$ cat config.mk
export PLATFORM = sky130hd
export DESIGN_NAME = ex_scoreboard
export DESIGN_NICKNAME = d
export VERILOG_FILES = /design/src/rtl/ex_scoreboard.sv
export SDC_FILE = /design/constraint.sdc
export NUM_CORES = 1
export LEC_CHECK = 0
export CORE_AREA = 2 2 146 148
export CTS_BUF_LIST = sky130_fd_sc_hd__clkbuf_8
export CTS_CLUSTER_SIZE = 10
export DETAILED_ROUTE_END_ITERATION = 8
export DIE_AREA = 0 0 148 150
export HOLD_SLACK_MARGIN = 0.1
export PLACE_DENSITY_LB_ADDON = 0.15
export SYNTH_ARGS = -nofsm -noshare
export SYNTH_HDL_FRONTEND = slang
export SYNTH_SLANG_ARGS = --single-unit
$ cat constraint.sdc
create_clock -name clk -period 5.4 [get_ports clk]
set_clock_uncertainty 0.1 [all_clocks]
set_input_delay 1.62 -clock clk [delete_from_list [all_inputs] [get_ports clk]]
set_output_delay 1.62 -clock clk [all_outputs]
set_load 0.005 [all_outputs]
$ cat src/rtl/ex_scoreboard.sv
`default_nettype none
// ============================================================================
// Module      : ex_scoreboard
// Description : Load-use / intra-pair hazard tracker for the dual-issue EX
//               stage. Holds the issue pair (or slot 1) until every source
//               operand is obtainable by the EX forwarding muxes.
// Revision    : 1.0  initial release
// ============================================================================
module ex_scoreboard #(
    parameter int RF_ADDR_WIDTH = 5,
    parameter int NUM_REGS      = 32,
    parameter int LD_LAT        = 2,
    parameter int TMR_W         = 2,
    parameter int CNT_W         = 32
) (
    input  logic                     clk,
    input  logic                     rst,
    input  logic                     flush,
    input  logic                     ex_stall,

    input  logic                     issue0_valid,
    input  logic [RF_ADDR_WIDTH-1:0] issue0_rs1addr,
    input  logic [RF_ADDR_WIDTH-1:0] issue0_rs2addr,
    input  logic                     issue0_rs1_used,
    input  logic                     issue0_rs2_used,
    input  logic [RF_ADDR_WIDTH-1:0] issue0_rdaddr,
    input  logic                     issue0_RdWrtEn,
    input  logic                     issue0_is_load,

    input  logic                     issue1_valid,
    input  logic [RF_ADDR_WIDTH-1:0] issue1_rs1addr,
    input  logic [RF_ADDR_WIDTH-1:0] issue1_rs2addr,
    input  logic                     issue1_rs1_used,
    input  logic                     issue1_rs2_used,
    input  logic [RF_ADDR_WIDTH-1:0] issue1_rdaddr,
    input  logic                     issue1_RdWrtEn,
    input  logic                     issue1_is_load,

    output logic                     stall_issue0,
    output logic                     stall_issue1,
    output logic                     fire0,
    output logic                     fire1,
    output logic [NUM_REGS-1:0]      pending_vec,
    output logic [CNT_W-1:0]         hazard_stall_cnt
);

    localparam logic [TMR_W-1:0]         c_ld_lat = TMR_W'(LD_LAT);
    localparam logic [TMR_W-1:0]         c_one    = TMR_W'(1);
    localparam logic [RF_ADDR_WIDTH-1:0] c_x0     = '0;

    logic [TMR_W-1:0] r_timer     [NUM_REGS];
    logic [TMR_W-1:0] w_timer_nxt [NUM_REGS];
    logic [CNT_W-1:0] r_cnt;

    logic w_hit0_rs1, w_hit0_rs2, w_hit1_rs1, w_hit1_rs2;
    logic w_hazard0, w_hazard1, w_intra;
    logic w_wr0, w_wr1, w_cnt_inc;

    genvar gi;
    generate
        for (gi = 0; gi < NUM_REGS; gi++) begin : g_pend
            if (gi == 0) begin : g_x0
                assign pending_vec[gi] = 1'b0;
            end else begin : g_xn
                assign pending_vec[gi] = (r_timer[gi] != '0);
            end
        end
    endgenerate

    // Hazard detection looks only at the registered timers.
    assign w_hit0_rs1 = issue0_rs1_used & (issue0_rs1addr != c_x0) & pending_vec[issue0_rs1addr];
    assign w_hit0_rs2 = issue0_rs2_used & (issue0_rs2addr != c_x0) & pending_vec[issue0_rs2addr];
    assign w_hit1_rs1 = issue1_rs1_used & (issue1_rs1addr != c_x0) & pending_vec[issue1_rs1addr];
    assign w_hit1_rs2 = issue1_rs2_used & (issue1_rs2addr != c_x0) & pending_vec[issue1_rs2addr];

    // Only a slot-0 load feeding slot 1 is unresolvable; ALU results forward.
    assign w_intra = issue0_valid & issue0_is_load & issue0_RdWrtEn & (issue0_rdaddr != c_x0)
                   & ((issue1_rs1_used & (issue1_rs1addr == issue0_rdaddr))
                   |  (issue1_rs2_used & (issue1_rs2addr == issue0_rdaddr)));

    assign w_hazard0 = issue0_valid & (w_hit0_rs1 | w_hit0_rs2);
    assign w_hazard1 = issue1_valid & (w_hit1_rs1 | w_hit1_rs2 | w_intra);

    assign stall_issue0 = w_hazard0 | ex_stall;
    assign stall_issue1 = stall_issue0 | w_hazard1;
    assign fire0        = issue0_valid & ~stall_issue0 & ~flush;
    assign fire1        = issue1_valid & ~stall_issue1 & ~flush;

    assign w_wr0     = fire0 & issue0_RdWrtEn & (issue0_rdaddr != c_x0);
    assign w_wr1     = fire1 & issue1_RdWrtEn & (issue1_rdaddr != c_x0);
    assign w_cnt_inc = issue0_valid & ~ex_stall & ~flush & (w_hazard0 | w_hazard1);

    assign hazard_stall_cnt = r_cnt;

    // Age, then slot 0 write, then slot 1 write so the younger slot wins.
    always_comb begin
        for (int i = 0; i < NUM_REGS; i++) begin
            w_timer_nxt[i] = (r_timer[i] != '0) ? (r_timer[i] - c_one) : '0;
        end
        if (w_wr0) begin
            w_timer_nxt[issue0_rdaddr] = issue0_is_load ? c_ld_lat : '0;
        end
        if (w_wr1) begin
            w_timer_nxt[issue1_rdaddr] = issue1_is_load ? c_ld_lat : '0;
        end
        w_timer_nxt[0] = '0;
    end

    always_ff @(posedge clk) begin
        if (rst) begin
            for (int i = 0; i < NUM_REGS; i++) begin
                r_timer[i] <= '0;
            end
            r_cnt <= '0;
        end else if (flush) begin
            for (int i = 0; i < NUM_REGS; i++) begin
                r_timer[i] <= '0;
            end
        end else if (!ex_stall) begin
            for (int i = 0; i < NUM_REGS; i++) begin
                r_timer[i] <= w_timer_nxt[i];
            end
            if (w_cnt_inc && (r_cnt != {CNT_W{1'b1}})) begin
                r_cnt <= r_cnt + 1'b1;
            end
        end
    end

endmodule
`default_nettype wire

==> metrics list <==
* Category of the worst setup path launch point: input port
* GR Overflow Total: 0
- STA puts the critical path data required time at 3.68 ns.
- The synthesized netlist devotes 28.3% of its cell area to simple gates.
* Clock root cell: clkbuf_8
- For this run, the detailed router's first-pass iteration total came to 5.
- Counting cells, the worst reg-to-reg path comes to 23.
* Area of the die: 22200 um2
- On the critical path, the stage with the largest delay is an instance of or2_4.
- Final number of max-transition violations: 0
- The clock passes through at most 2 buffers.
* Sequential share of power: 44.8%
- Net switching is 29.7% of the power.
* Fraction of synthesis flops using an asynchronous set or reset pin: 0%
* Final core utilization: 47.1%
* Path type of the worst min-delay path: reg -> reg
- Slew headroom: 25.5%
* Hold_buf cts: 0
* Maximum level of the CTS H-tree: 3
* Synth Flop Type: edfxtp_1
- Cell-internal power: 1250 uW
- Transition at the pin with the smallest max-transition slack: 1.12 ns
- Max rail drop VDD: 0.153 mV
- The first routing iteration left 420 violations.
* Cells along the critical path: clkdlybuf4s15_1, buf_6, xnor2_1, nand4_1, o32ai_2, buf_4, a211oi_2, a22oi_2, or2_4, a21oi_4, and3_4, buf_6
- Most frequent cell on the critical path: buf_6
- Clock power share: 30.6%
- In the synthesized netlist, mux cells make up 12.9% of the area.
- Switching power: 529 uW
- Setup TNS Final: 0 ns
* Top Ports: 112
- Combined global-route utilization of all metal layers: 23.0%
- Entering global routing, the biggest net connects 43 pins.
- Total of endpoints with negative setup slack in the final report: 0
- In the final layout, the share of cells above drive strength 1 is 25.6%.
* Part of the Yosys area used for sequential elements: 34.1%
* Count of vias placed by the detailed router: 7292
- TritonCTS created 9 clock buffers.
- Final critical path time including I/O delays and setup: 5.32 ns
- Port buffering added 110 buffers.
- Die width: 148 um
- For this run, design rule violations remaining after detail routing come to 0.
* Run status: completed
- Max-cap violations: 0
* Fraction of synthesized cell area in xor and xnor cells: 1.43%
* Compound-gate portion of the synthesized area: 15.9%
- After detailed routing, the average wire length per cell comes to 20.2 um.
- Die Y: 150 um
* Kind of end point of the critical path: output pin
- In this run the worst path has a maximum fanout of 5.
- PD cells: 183 nW/um2
* Post-detailed-placement half-perimeter wirelength: 18.9 mm
* RSZ-0062 raised after global routing: false
- Max stage delay on crit path: 0.27 ns
- The cell count after synthesis came out at 821.
- Total clock sinks: 94
- The congestion estimate from routability-driven global placement came to 0.974.
- Overall power consumption after layout is estimated at 1780 uW.
- The cell area that synthesis handed to floorplanning was 7340 um2.
* Number of cells traversed by the worst hold path: 2
- The first global-routing pass estimated 39.4 mm of wire.
- The number of antenna violations at the first check in global routing was 0.
- The library cells used most frequently in the layout, excluding fill and tap cells, are 110 x buf_4, 90 x nor2_1, 82 x clkdlybuf4s50_1.
- Clock-pin slew was measured on the worst setup and hold paths at 0.10 ns.
* Antenna cells: 0
- For this configuration, the core starts out at a cell density of 35.5%.
- The floorplan has 53 rows.
- The number of nets handed over by synthesis was 866.
- The Yosys step of the flow raised 0 warnings.
- TritonCTS built the clock tree.
- Hold timing on the final database bottoms out at a slack of 0.403 ns.
- Based on the critical path, the design can be clocked at up to 188 MHz.
* #FFs+latches synth: 94
- Final period utilization: 98.5%
- Core box area: 20700 um2
- Standby leakage power: 0.00356 uW
* Signal arrival time at the worst endpoint: 3.60 ns
- Relative to the synthesized area, the layout overhead comes to 32.7%.
* Nets: 1046
* Number of synthesized flops with an enable pin: 62
- Post-Synthesis Mean Instance Area: 8.94 um2
- Relative contribution of combinational cells to total power: 24.6%
- Most common cell after layout, fill and taps aside: buf_4
- Via count of the first global-routing pass: 7008
- Number of routed nets with antenna violations: 0
- The synthesized netlist contains 87 unique library cells.
- Critical path class: in -> out
- Final number of hold-violating endpoints: 0
- Arithmetic-cell share of the synthesized area counting full adders, half adders and majority gates: 0.170%
* DR vias/cell: 5.69
* Worst-Skew Late Latency: 0.39 ns
- After synthesis, the largest family of logic cells by area is simple AND/OR/NAND/NOR gates.
- After detailed routing, the total wire length is 25.9 mm.
==> area by class of cell <==
| class | count | area (um2) |
|---|---|---|
| Timing Repair Buffer | 231 | 1980 |
| Fill cell | 2081 | 11000 |
| Clock buffer | 9 | 124 |
| Clock inverter | 7 | 98.8 |
| Sequential cell | 94 | 2500 |
| Multi-Input combinational cell | 610 | 4480 |
| Tap cell | 275 | 344 |
| Inverter | 55 | 209 |
==> layer usage <==
metal,vias to the layer above,wire (um),global-route usage [%]
met5,-,0,0
met4,0,864,10.3
met3,48,1870,4.57
met2,273,11700,36.8
met1,3537,11400,30.3
li1,3434,-,-
==> power by group through the flow <==
stage               Clock [uW]  Sequential, uW  Combinational, uW
finish                     545             799                438
detailed placement           0             814                396
CTS                        563             798                432
global route               583             801                464
floorplan                    0             809                199
global placement             0             814                397
==> critical path, delay by kind of cell <==
family,cells,cell delay [ns]
buf+inv,4,0.66
simple gates,3,0.61
compound gates,4,0.59
xor+xnor,1,0.13
==> per-stage QoR <==
step | std cells | setup slack (ns) | instance area (um2)
finish | 1281 | 0.0834 | 9740
global route | 1281 | 0.00731 | 9740
CTS | 1283 | -0.00192 | 9760
detailed placement | 1244 | -0.771 | 9220
global placement | 1244 | -0.781 | 9220
floorplan | 821 | 0.0372 | 7340
==> cells in the mapped netlist, types with 10 or more instances <==
cell | count | share of area [%]
a211oi_1 | 12 | 1.2
a21oi_1 | 36 | 2.5
a221oi_1 | 13 | 1.6
and3_1 | 12 | 1.0
clkbuf_1 | 37 | 1.9
dfxtp_1 | 32 | 8.7
edfxtp_1 | 62 | 25
inv_1 | 54 | 2.8
mux2_2 | 27 | 4.1
mux4_2 | 24 | 7.4
nand2_1 | 77 | 3.9
nand2b_1 | 14 | 1.2
nand3_1 | 27 | 1.8
nand3b_1 | 25 | 2.6
nand4_1 | 18 | 1.5
nand4b_1 | 11 | 1.3
nor2_1 | 93 | 4.8
nor2b_1 | 14 | 1.2
nor3_1 | 26 | 1.8
nor4_1 | 12 | 1.0
o311a_1 | 10 | 1.4
or3_1 | 10 | 0.85
xnor2_1 | 11 | 1.3
==> path summary, 6_finish.rpt <==
path         slack [ns]            startpoint                    to
min                0.40  hazard_stall_cnt[15]  hazard_stall_cnt[15]
max reg2reg        0.82        r_timer[1][18]  hazard_stall_cnt[24]
max                0.08      issue0_rdaddr[2]                 fire1
min reg2reg        0.40  hazard_stall_cnt[15]  hazard_stall_cnt[15]
==> cell families after synthesis <==
family / after synthesis
other: 1
AND/OR/NAND/NOR: 382
buffers and inverters: 117
XOR/XNOR: 12
flip-flops: 94
AO/OA/AOI/OAI: 153
adder cells (fa/ha/maj): 1
multiplexers: 61
==> flip-flops by register name, indices dropped and copies added (netlist names) <==
register / cells
r_timer: 62
hazard_stall_cnt: 32
==> timing repair <==
action	4_1_cts	5_1_grt
cloned	1	0
pin swaps	20	20
setup buffers	23	1
endpoints found under the setup margin	4	23
resized for setup	91	31
(Power assumes the default switching activity.)
